--- config.mk ---
export PLATFORM = sky130hd
export DESIGN_NAME = lsu_stbuf_queue
export DESIGN_NICKNAME = d
export VERILOG_FILES = /design/src/rtl/lsu_stbuf_queue.sv
export SDC_FILE = /design/constraint.sdc
export NUM_CORES = 1
export LEC_CHECK = 0
export ABC_CLOCK_PERIOD_IN_PS = 6300
export BUFFER_PORTS_ARGS = -buffer_cell sky130_fd_sc_hd__buf_2
export CORE_MARGIN = 2
export CORE_UTILIZATION = 40
export CTS_BUF_LIST = sky130_fd_sc_hd__clkbuf_4
export DETAILED_ROUTE_END_ITERATION = 8
export PLACE_DENSITY = 0.64
export SKIP_LAST_GASP = 1
export SYNTH_ARGS = -nofsm -noshare
export SYNTH_HDL_FRONTEND = slang
export SYNTH_SLANG_ARGS = --single-unit
--- constraint.sdc ---
create_clock -name clk -period 6.3 [get_ports clk]
set_input_delay 0 -clock clk [delete_from_list [all_inputs] [get_ports clk]]
set_output_delay 0 -clock clk [all_outputs]
set_load 0.01 [all_outputs]
--- src/rtl/lsu_stbuf_queue.sv ---
// Committed-store buffer feeding the DCCM/PIC write port.
// Coalesces into the youngest entry and forwards merged bytes to loads.
module lsu_stbuf_queue #(
  parameter int DEPTH  = 4,
  parameter int ADDR_W = 16,
  parameter int DATA_W = 32
) (
  input  logic                clk,
  input  logic                rst,
  input  logic                enq_vld,
  input  logic [ADDR_W-1:0]   enq_addr,
  input  logic                enq_in_pic,
  input  logic [DATA_W/8-1:0] enq_byteen,
  input  logic [DATA_W-1:0]   enq_data,
  output logic                stbuf_reqvld_any,
  output logic [ADDR_W-1:0]   stbuf_addr_any,
  output logic                stbuf_addr_in_pic_any,
  output logic [DATA_W/8-1:0] stbuf_byteen_any,
  output logic [DATA_W-1:0]   stbuf_data_any,
  input  logic                lsu_stbuf_commit_any,
  input  logic                ld_vld_dc2,
  input  logic [ADDR_W-1:0]   ld_addr_lo_dc2,
  input  logic [ADDR_W-1:0]   ld_addr_hi_dc2,
  output logic [DATA_W-1:0]   stbuf_fwddata_lo_dc3,
  output logic [DATA_W-1:0]   stbuf_fwddata_hi_dc3,
  output logic [DATA_W/8-1:0] stbuf_fwdbyteen_lo_dc3,
  output logic [DATA_W/8-1:0] stbuf_fwdbyteen_hi_dc3,
  output logic                stbuf_full,
  output logic                stbuf_empty,
  output logic                stbuf_overflow
);

  localparam int PW = $clog2(DEPTH);
  localparam int NB = DATA_W / 8;
  localparam int WA = ADDR_W - 2;

  logic [DEPTH-1:0]  vld_q;
  logic [DEPTH-1:0]  pic_q;
  logic [WA-1:0]     addr_q [DEPTH];
  logic [NB-1:0]     be_q   [DEPTH];
  logic [DATA_W-1:0] data_q [DEPTH];

  logic [PW-1:0] wr_ptr_q, wr_ptr_d;
  logic [PW-1:0] rd_ptr_q, rd_ptr_d;
  logic [PW-1:0] yng, idx;
  logic [PW:0]   cnt_q, cnt_d;
  logic          ovf_q, ovf_d;
  logic          reqvld, drain, coal, alloc;
  logic [WA-1:0] enq_wa, ld_lo_wa, ld_hi_wa;
  logic [DATA_W-1:0] merged;

  logic [DATA_W-1:0] fwd_lo_d, fwd_lo_q, fwd_hi_d, fwd_hi_q;
  logic [NB-1:0]     fbe_lo_d, fbe_lo_q, fbe_hi_d, fbe_hi_q;

  logic unused_lo_bits;
  assign unused_lo_bits = ^{enq_addr[1:0], ld_addr_lo_dc2[1:0],
                            ld_addr_hi_dc2[1:0]};

  assign enq_wa   = enq_addr[ADDR_W-1:2];
  assign ld_lo_wa = ld_addr_lo_dc2[ADDR_W-1:2];
  assign ld_hi_wa = ld_addr_hi_dc2[ADDR_W-1:2];
  assign yng      = wr_ptr_q - PW'(1);

  assign stbuf_full  = (cnt_q == (PW+1)'(DEPTH));
  assign stbuf_empty = (cnt_q == '0);
  assign stbuf_overflow = ovf_q;

  assign reqvld = vld_q[rd_ptr_q];
  assign stbuf_reqvld_any = reqvld;
  assign stbuf_addr_any = reqvld ? {addr_q[rd_ptr_q], 2'b00} : '0;
  assign stbuf_addr_in_pic_any = reqvld & pic_q[rd_ptr_q];
  assign stbuf_byteen_any = reqvld ? be_q[rd_ptr_q] : '0;
  assign stbuf_data_any = reqvld ? data_q[rd_ptr_q] : '0;

  always_comb begin
    drain = lsu_stbuf_commit_any & reqvld;
    // Never merge into an entry that is leaving this cycle.
    coal = enq_vld & vld_q[yng] & (addr_q[yng] == enq_wa)
         & (pic_q[yng] == enq_in_pic)
         & ~(drain & (yng == rd_ptr_q));
    alloc = enq_vld & ~coal & (~stbuf_full | drain);
    wr_ptr_d = alloc ? wr_ptr_q + PW'(1) : wr_ptr_q;
    rd_ptr_d = drain ? rd_ptr_q + PW'(1) : rd_ptr_q;
    cnt_d = cnt_q;
    unique case ({alloc, drain})
      2'b10:   cnt_d = cnt_q + (PW+1)'(1);
      2'b01:   cnt_d = cnt_q - (PW+1)'(1);
      default: cnt_d = cnt_q;
    endcase
    ovf_d = ovf_q | (enq_vld & ~coal & stbuf_full & ~drain);
    for (int b = 0; b < NB; b++)
      merged[b*8 +: 8] = enq_byteen[b] ? enq_data[b*8 +: 8]
                                       : data_q[yng][b*8 +: 8];
  end

  always_ff @(posedge clk) begin
    if (rst) begin
      vld_q    <= '0;
      wr_ptr_q <= '0;
      rd_ptr_q <= '0;
      cnt_q    <= '0;
      ovf_q    <= 1'b0;
    end else begin
      wr_ptr_q <= wr_ptr_d;
      rd_ptr_q <= rd_ptr_d;
      cnt_q    <= cnt_d;
      ovf_q    <= ovf_d;
      if (drain) vld_q[rd_ptr_q] <= 1'b0;
      // Full+commit: freed slot equals wr_ptr, so allocate wins.
      if (alloc) vld_q[wr_ptr_q] <= 1'b1;
    end
  end

  always_ff @(posedge clk) begin
    if (alloc) begin
      addr_q[wr_ptr_q] <= enq_wa;
      pic_q[wr_ptr_q]  <= enq_in_pic;
      be_q[wr_ptr_q]   <= enq_byteen;
      data_q[wr_ptr_q] <= enq_data;
    end else if (coal) begin
      be_q[yng]   <= be_q[yng] | enq_byteen;
      data_q[yng] <= merged;
    end
  end

  // Walk oldest to youngest so younger entries override per byte.
  always_comb begin
    fwd_lo_d = '0;
    fwd_hi_d = '0;
    fbe_lo_d = '0;
    fbe_hi_d = '0;
    idx = '0;
    for (int k = 0; k < DEPTH; k++) begin
      idx = wr_ptr_q + PW'(k);
      for (int b = 0; b < NB; b++) begin
        if (ld_vld_dc2 && vld_q[idx] && be_q[idx][b]) begin
          if (addr_q[idx] == ld_lo_wa) begin
            fwd_lo_d[b*8 +: 8] = data_q[idx][b*8 +: 8];
            fbe_lo_d[b] = 1'b1;
          end
          if (addr_q[idx] == ld_hi_wa) begin
            fwd_hi_d[b*8 +: 8] = data_q[idx][b*8 +: 8];
            fbe_hi_d[b] = 1'b1;
          end
        end
      end
    end
  end

  always_ff @(posedge clk) begin
    if (rst) begin
      fwd_lo_q <= '0;
      fwd_hi_q <= '0;
      fbe_lo_q <= '0;
      fbe_hi_q <= '0;
    end else begin
      fwd_lo_q <= fwd_lo_d;
      fwd_hi_q <= fwd_hi_d;
      fbe_lo_q <= fbe_lo_d;
      fbe_hi_q <= fbe_hi_d;
    end
  end

  assign stbuf_fwddata_lo_dc3   = fwd_lo_q;
  assign stbuf_fwddata_hi_dc3   = fwd_hi_q;
  assign stbuf_fwdbyteen_lo_dc3 = fbe_lo_q;
  assign stbuf_fwdbyteen_hi_dc3 = fbe_hi_q;

endmodule

== After elaboration in Yosys (flattened, before gate mapping) ==
Memory sizes are Yosys's and may differ from the RTL's. A register that Yosys moved wholly into a read port is not among the register bits.
Cells that the tools add are included.

* Register bits after elaboration: 88
* RAM bits: 200
* Bits of input ports: 90
* Word-level logic and storage cells: 274
* Memories kept: 3

* Add/subtract/negate cells: 7
* $lt $le $gt $ge: 8
* Equal/unequal tests: 18
* Mux-type cells: 177
* Bitwise gates (word level): 21
* Reductions and logical operators: 30

{| class="wikitable"
|+ Memory list
! name !! words !! bits a word !! rd ports !! clocked after Yosys merged registers in !! write ports !! RTL line !! RTL
|-
| data_q || 4 || 32 || 5 || 2 || 1 || 41 || <nowiki>logic [DATA_W-1:0] data_q [DEPTH];</nowiki>
|-
| addr_q || 4 || 14 || 6 || 2 || 1 || 39 || <nowiki>logic [WA-1:0] addr_q [DEPTH];</nowiki>
|-
| be_q || 4 || 4 || 6 || 2 || 1 || 40 || <nowiki>logic [NB-1:0] be_q [DEPTH];</nowiki>
|}

{| class="wikitable"
|+ Operator list
! kind !! count
|-
| $mux 8 || 68
|-
| $eq 14x14->1 || 9
|-
| $mux 1 || 74
|-
| $mux 32 || 2
|-
| $reduce_or 32->1 || 1
|-
| $mux 2 || 14
|-
| $mux 4 || 6
|-
| $logic_and 1x1->1 || 22
|-
| $lt 2x3->1 const B || 6
|-
| $bmux 1 s2 || 8
|-
| $mux 16 || 1
|-
| $and 1x1->1 || 11
|-
| $or 4x4->4 || 2
|-
| $reduce_and 2->1 || 4
|-
| $pmux 3 s2 || 1
|-
| $add 2x1->2 const B || 2
|-
| $add 2x2->2 const B || 2
|-
| $and 4x4->4 || 1
|-
| $bwmux 4 || 1
|-
| $demux 1 s2 || 2
|-
| $ge 2x1->1 const B || 2
|-
| $ne 1x1->1 const B || 4
|-
| $not 1->1 || 4
|-
| $not 4->4 || 1
|-
| other kinds (12) || 13
|}

== Depth between registers and ports, before layout ==
* Depth in word-level cells: 15
* Gate-level depth with buffers: 23
* Mapped depth without buffers: 11

== Worst setup path before layout ==
OpenSTA, ideal clock, no wires.

* Path type: register -> register
* Start point: reg wr_ptr_q[0]
* End point: mem data_q[2][0] (enable)
* Library setup time: 0.373 ns
* Data arrival time: 4.712 ns
* Data required time: 5.927 ns
* Setup slack: 1.215 ns
* Cell stages (with the launch flop): 20
* Buffers on the path: 10
* Period minus slack after synthesis: 5.085 ns
* Cell sequence: dfxtp_1 -> buf_6 -> buf_8 -> buf_6 -> buf_8 -> buf_6 -> buf_6 -> buf_6 -> buf_4 -> inv_1 -> ha_1 -> buf_6 -> mux4_2 -> xnor2_1 -> nand3_1 -> or4_1 -> clkbuf_1 -> or4_1 -> o211ai_2 -> nor2b_1

* Longest elaborated chain between the ends: 15

{| class="wikitable"
|+ Ends and longest elaborated chain
! what !! RTL line !! RTL
|-
| from (decl) || 43 || <nowiki>logic [PW-1:0] wr_ptr_q, wr_ptr_d;</nowiki>
|-
| from (signal assigned) || 104 || <nowiki>wr_ptr_q <= wr_ptr_d;</nowiki>
|-
| branches (longest 15 deep; another with $mem_v2 4x14) || - ||
|-
| to (decl) || 41 ||
|}

Several ways; the timed one is not identified. The select of a mux whose other input is x is not followed.

== Worst setup path after layout ==
* Start point: reg wr_ptr_q[0]
* End point: reg fwd_hi_q[8], in the netlist stbuf_fwddata_hi_dc3[8]

* Longest elaborated chain between the ends: 11

{| class="wikitable"
|+ Ends and longest elaborated chain
! what !! RTL line !! RTL
|-
| branches (longest 10 deep; another with $mem_v2 4x14) || - ||
|-
| $mux 8 * || 136 || <nowiki>if (ld_vld_dc2 && vld_q[idx] && be_q[idx][b]) begin</nowiki>
|-
| to (signal assigned) || 158 || <nowiki>fwd_hi_q <= fwd_hi_d;</nowiki>
|-
| to (decl) || 52 || <nowiki>logic [DATA_W-1:0] fwd_lo_d, fwd_lo_q, fwd_hi_d, fwd_hi_q;</nowiki>
|}

Every way passes the cells marked *. The select of a mux whose other input is x is not followed.
A chain may end at the register's enable or synchronous reset.

==> flow_metrics.tcl <==
set metrics [dict create \
    status "complete, no violations" \
    seq_area_frac_synth_pct 40.2 \
    synthFlopType "edfxtp_1" \
    fin_skew_ns 0.0746 \
    yosys.area_share.simple_pct 10.5 \
    grt_pass1_wl_mm 95.1 \
    critPathMaxFanout 64 \
    dp.cells 2403 \
    crit_type "flip-flop to flip-flop" \
    post-synth-top-area-cell "edfxtp_1" \
    routed_wl_mm 63.3 \
    synth_most_common_cell "edfxtp_1" \
    holdPathEnd "addr_q[0][0]" \
    cp_data_required_time_ns 6.95 \
    vias_per_cell 5.98 \
    r2r_slack_ns 1.15 \
    irDropWorstVdd_mv 0.128 \
    drv_cap 0 \
    slowest_delay_ns 0.90 \
    io_pins 219 \
    antenna_found_initial 2 \
    die_x_um 226 \
    syn_area_um2 19600 \
    synth_top_family_by_area "multiplexers" \
    finish.utilization_pct 47.9 \
    fin_nets 2024 \
    drtIter0Drc 1436 \
    synth-xor-area-share_pct 5.80 \
    fin_crit_sh_pct 81.7 \
    core-area_um2 48700 \
    synth_mux_area_share_pct 28.0 \
    portBuffers 210 \
    crit_chain "buf_4 -> buf_4 -> buf_4 -> mux4_2 -> nand2_1 -> a211oi_1 -> nand2_4 -> mux2_2 -> a211oi_1" \
    hpwlAfterDp_mm 41.8 \
    drtPass1Iterations 5 \
    synthCells 1629 \
    reg2reg_depth 9 \
    rows 81 \
    cts_setup_buffers 0 \
    drc_errors 0 \
    yosys_warnings 0 \
    yosysUniqueCellTypes 61 \
    wire_per_inst_um 23.9 \
    avgSynthCellArea_um2 12.1 \
    arrival_ns 5.80 \
    cts.reportedPaths.clkPinSlew_ns 0.06 \
    start_util_pct 40.3 \
    synthAdderAreaFrac_pct 0.612 \
    tightest_slew_ns 1.15 \
    path_delay_family "buffers and inverters" \
    cts_root_buf "clkbuf_4" \
    multi_input_area_um2 10900 \
    min_from "enq_addr[2]" \
    cp_num_buf_inv 3 \
    grt_max_degree 76 \
    worstSkewPairLatency_ns 0.81 \
    syn_to_final_growth_pct 18.8 \
    ys_seq_elements 292 \
    routabilityCongestion 0.943 \
    die-area_um2 50900 \
    drive_above_1_share_pct 32.8 \
    cts_max_path_buffers 3 \
    synth_top_area_share_pct 31.2 \
    synth_edf_count 204 \
    htreeDepth 3 \
    start_kind "flip-flop" \
    grt_pass1_vias 15800 \
    r2r-start "wr_ptr_q[0]" \
    hold_path.class "primary input to flip-flop" \
    setup.worst_path.start "wr_ptr_q[0]" \
    fill_cells 4381 \
    critPathCaptureType "flip-flop" \
    finalSetupViolCount 0 \
    fin_setup_tns_ns 0 \
    synth_area_leaders "edfxtp_1, mux4_2, dfxtp_1, xnor2_1, mux2i_1" \
    async_flop_share_pct 0 \
    fmax_mhz 194 \
    seqCellArea_um2 7900 \
    max_slew_margin_pct 22.4 \
    vias 15800 \
    slowest_stage "buf_4" \
    track_usage_pct 25.0 \
    hold_viol_final 0 \
    power_density_nw_per_um2 245 \
    crit_top_cell "buf_4" \
    rsz0062_at_grt "false" \
    netlist_top_cells_count "edfxtp_1, mux4_2, xnor2_1, nand2_1, clkbuf_1" \
    cts_tree "built" \
    stdcell_count 2651 \
    cellLeakagePower_uw 0.00877 \
    die_h_um 226 \
    grt_overflow 0 \
    finalCriticalPeriod_ns 5.15 \
    synth-compound-area-share_pct 10.5 \
    hold_path_depth 2 \
    cts_buffers 77 \
    clock-sinks 292 \
    maxSlewViolCount 0 \
    detail-route-antenna-nets 0 \
    r2r_end "stbuf_fwddata_hi_dc3[8]" \
]
## per-stage QoR
stage	cell area [um^2]	total power, uW	hold WS (ns)	setup slack (ns)
finish	23300	5720	0.0573	1.15
global route	23300	5980	0.0519	0.810
CTS	23300	5750	0.000102	1.14
detailed placement	21200	3930	0.218	1.14
global placement	21200	3910	0.211	1.23
floorplan	19600	3490	0.0989	1.21
## cells in the final DEF (no fill, tap or decap), types with 46 or more instances in the layout
cell           Yosys  routed
buf_4              6      46
edfxtp_1         204     204
buf_2             17     210
dfxtp_1           88      82
dlygate4sd3_1      0     107
mux2i_1           88      88
o21ai_0           60      60
xnor2_1          124     124
nor2_1            57      57
a21oi_1           70      70
nand2_1          112     112
and2_1            76      75
mux4_2           185     185
clkbuf_4           0     110
## repair_timing
action | in CTS | in global routing
hold buffers | 107 | 0
gates resized for setup | 0 | 0
endpoints found under the hold margin | 327 | 0
## cells by family (layout without fill, tap and decap cells)
logic type,Yosys count,in the layout
AO/OA/AOI/OAI,299,299
XOR/XNOR,130,130
adder cells (fa/ha/maj),9,9
buffers and inverters,192,547
flip-flops,292,292
multiplexers,313,313
other,1,4
AND/OR/NAND/NOR,393,393
## where the power goes
group / switching (uW) / internal, uW
Sequential: 91.6 / 2150
Combinational: 956 / 770
Clock: 820 / 933
Total: 1870 / 3850
## final cells by class
type,count,share of cell area (%)
diodes,2,0.0215
repair buffers,363,10.6
multi-input cells,1146,46.8
clock inverters,29,0.880
clock buffers,110,3.54
well taps,664,3.56
inverters,45,0.724
flip-flops and latches,292,33.9
## registers in the layout, summed over array words and instances, names as in the netlist, named ones only
name and flops:
stbuf_fwdbyteen_lo_dc3 4, pic_q 4, stbuf_fwdbyteen_hi_dc3 4, stbuf_fwddata_hi_dc3 32, stbuf_overflow 1, data_q 128
wr_ptr_q 2, rd_ptr_q 2, cnt_q 3, stbuf_fwddata_lo_dc3 32, addr_q 56, vld_q 4
be_q 16
## routing by layer
metal,share of wire [%],up-vias,global-route usage (%)
met3,7.0,162,4.35
li1,-,6957,-
met1,41,7993,32.6
met5,0,-,0
met2,48,737,40.5
met4,3.9,0,11.7
## worst max path at each step
stage	end	slack, ns	depth (start not counted)
after floorplan	data_q[2][0]	1.21	19
after global placement	stbuf_fwddata_lo_dc3[16]	1.23	10
after detailed placement	stbuf_fwddata_hi_dc3[8]	1.14	9
after CTS	stbuf_fwddata_hi_dc3[8]	1.14	9
after global routing	stbuf_fwddata_hi_dc3[8]	0.81	9
final	stbuf_fwddata_hi_dc3[8]	1.15	9
Note: power is estimated with default switching activity, not from simulation.
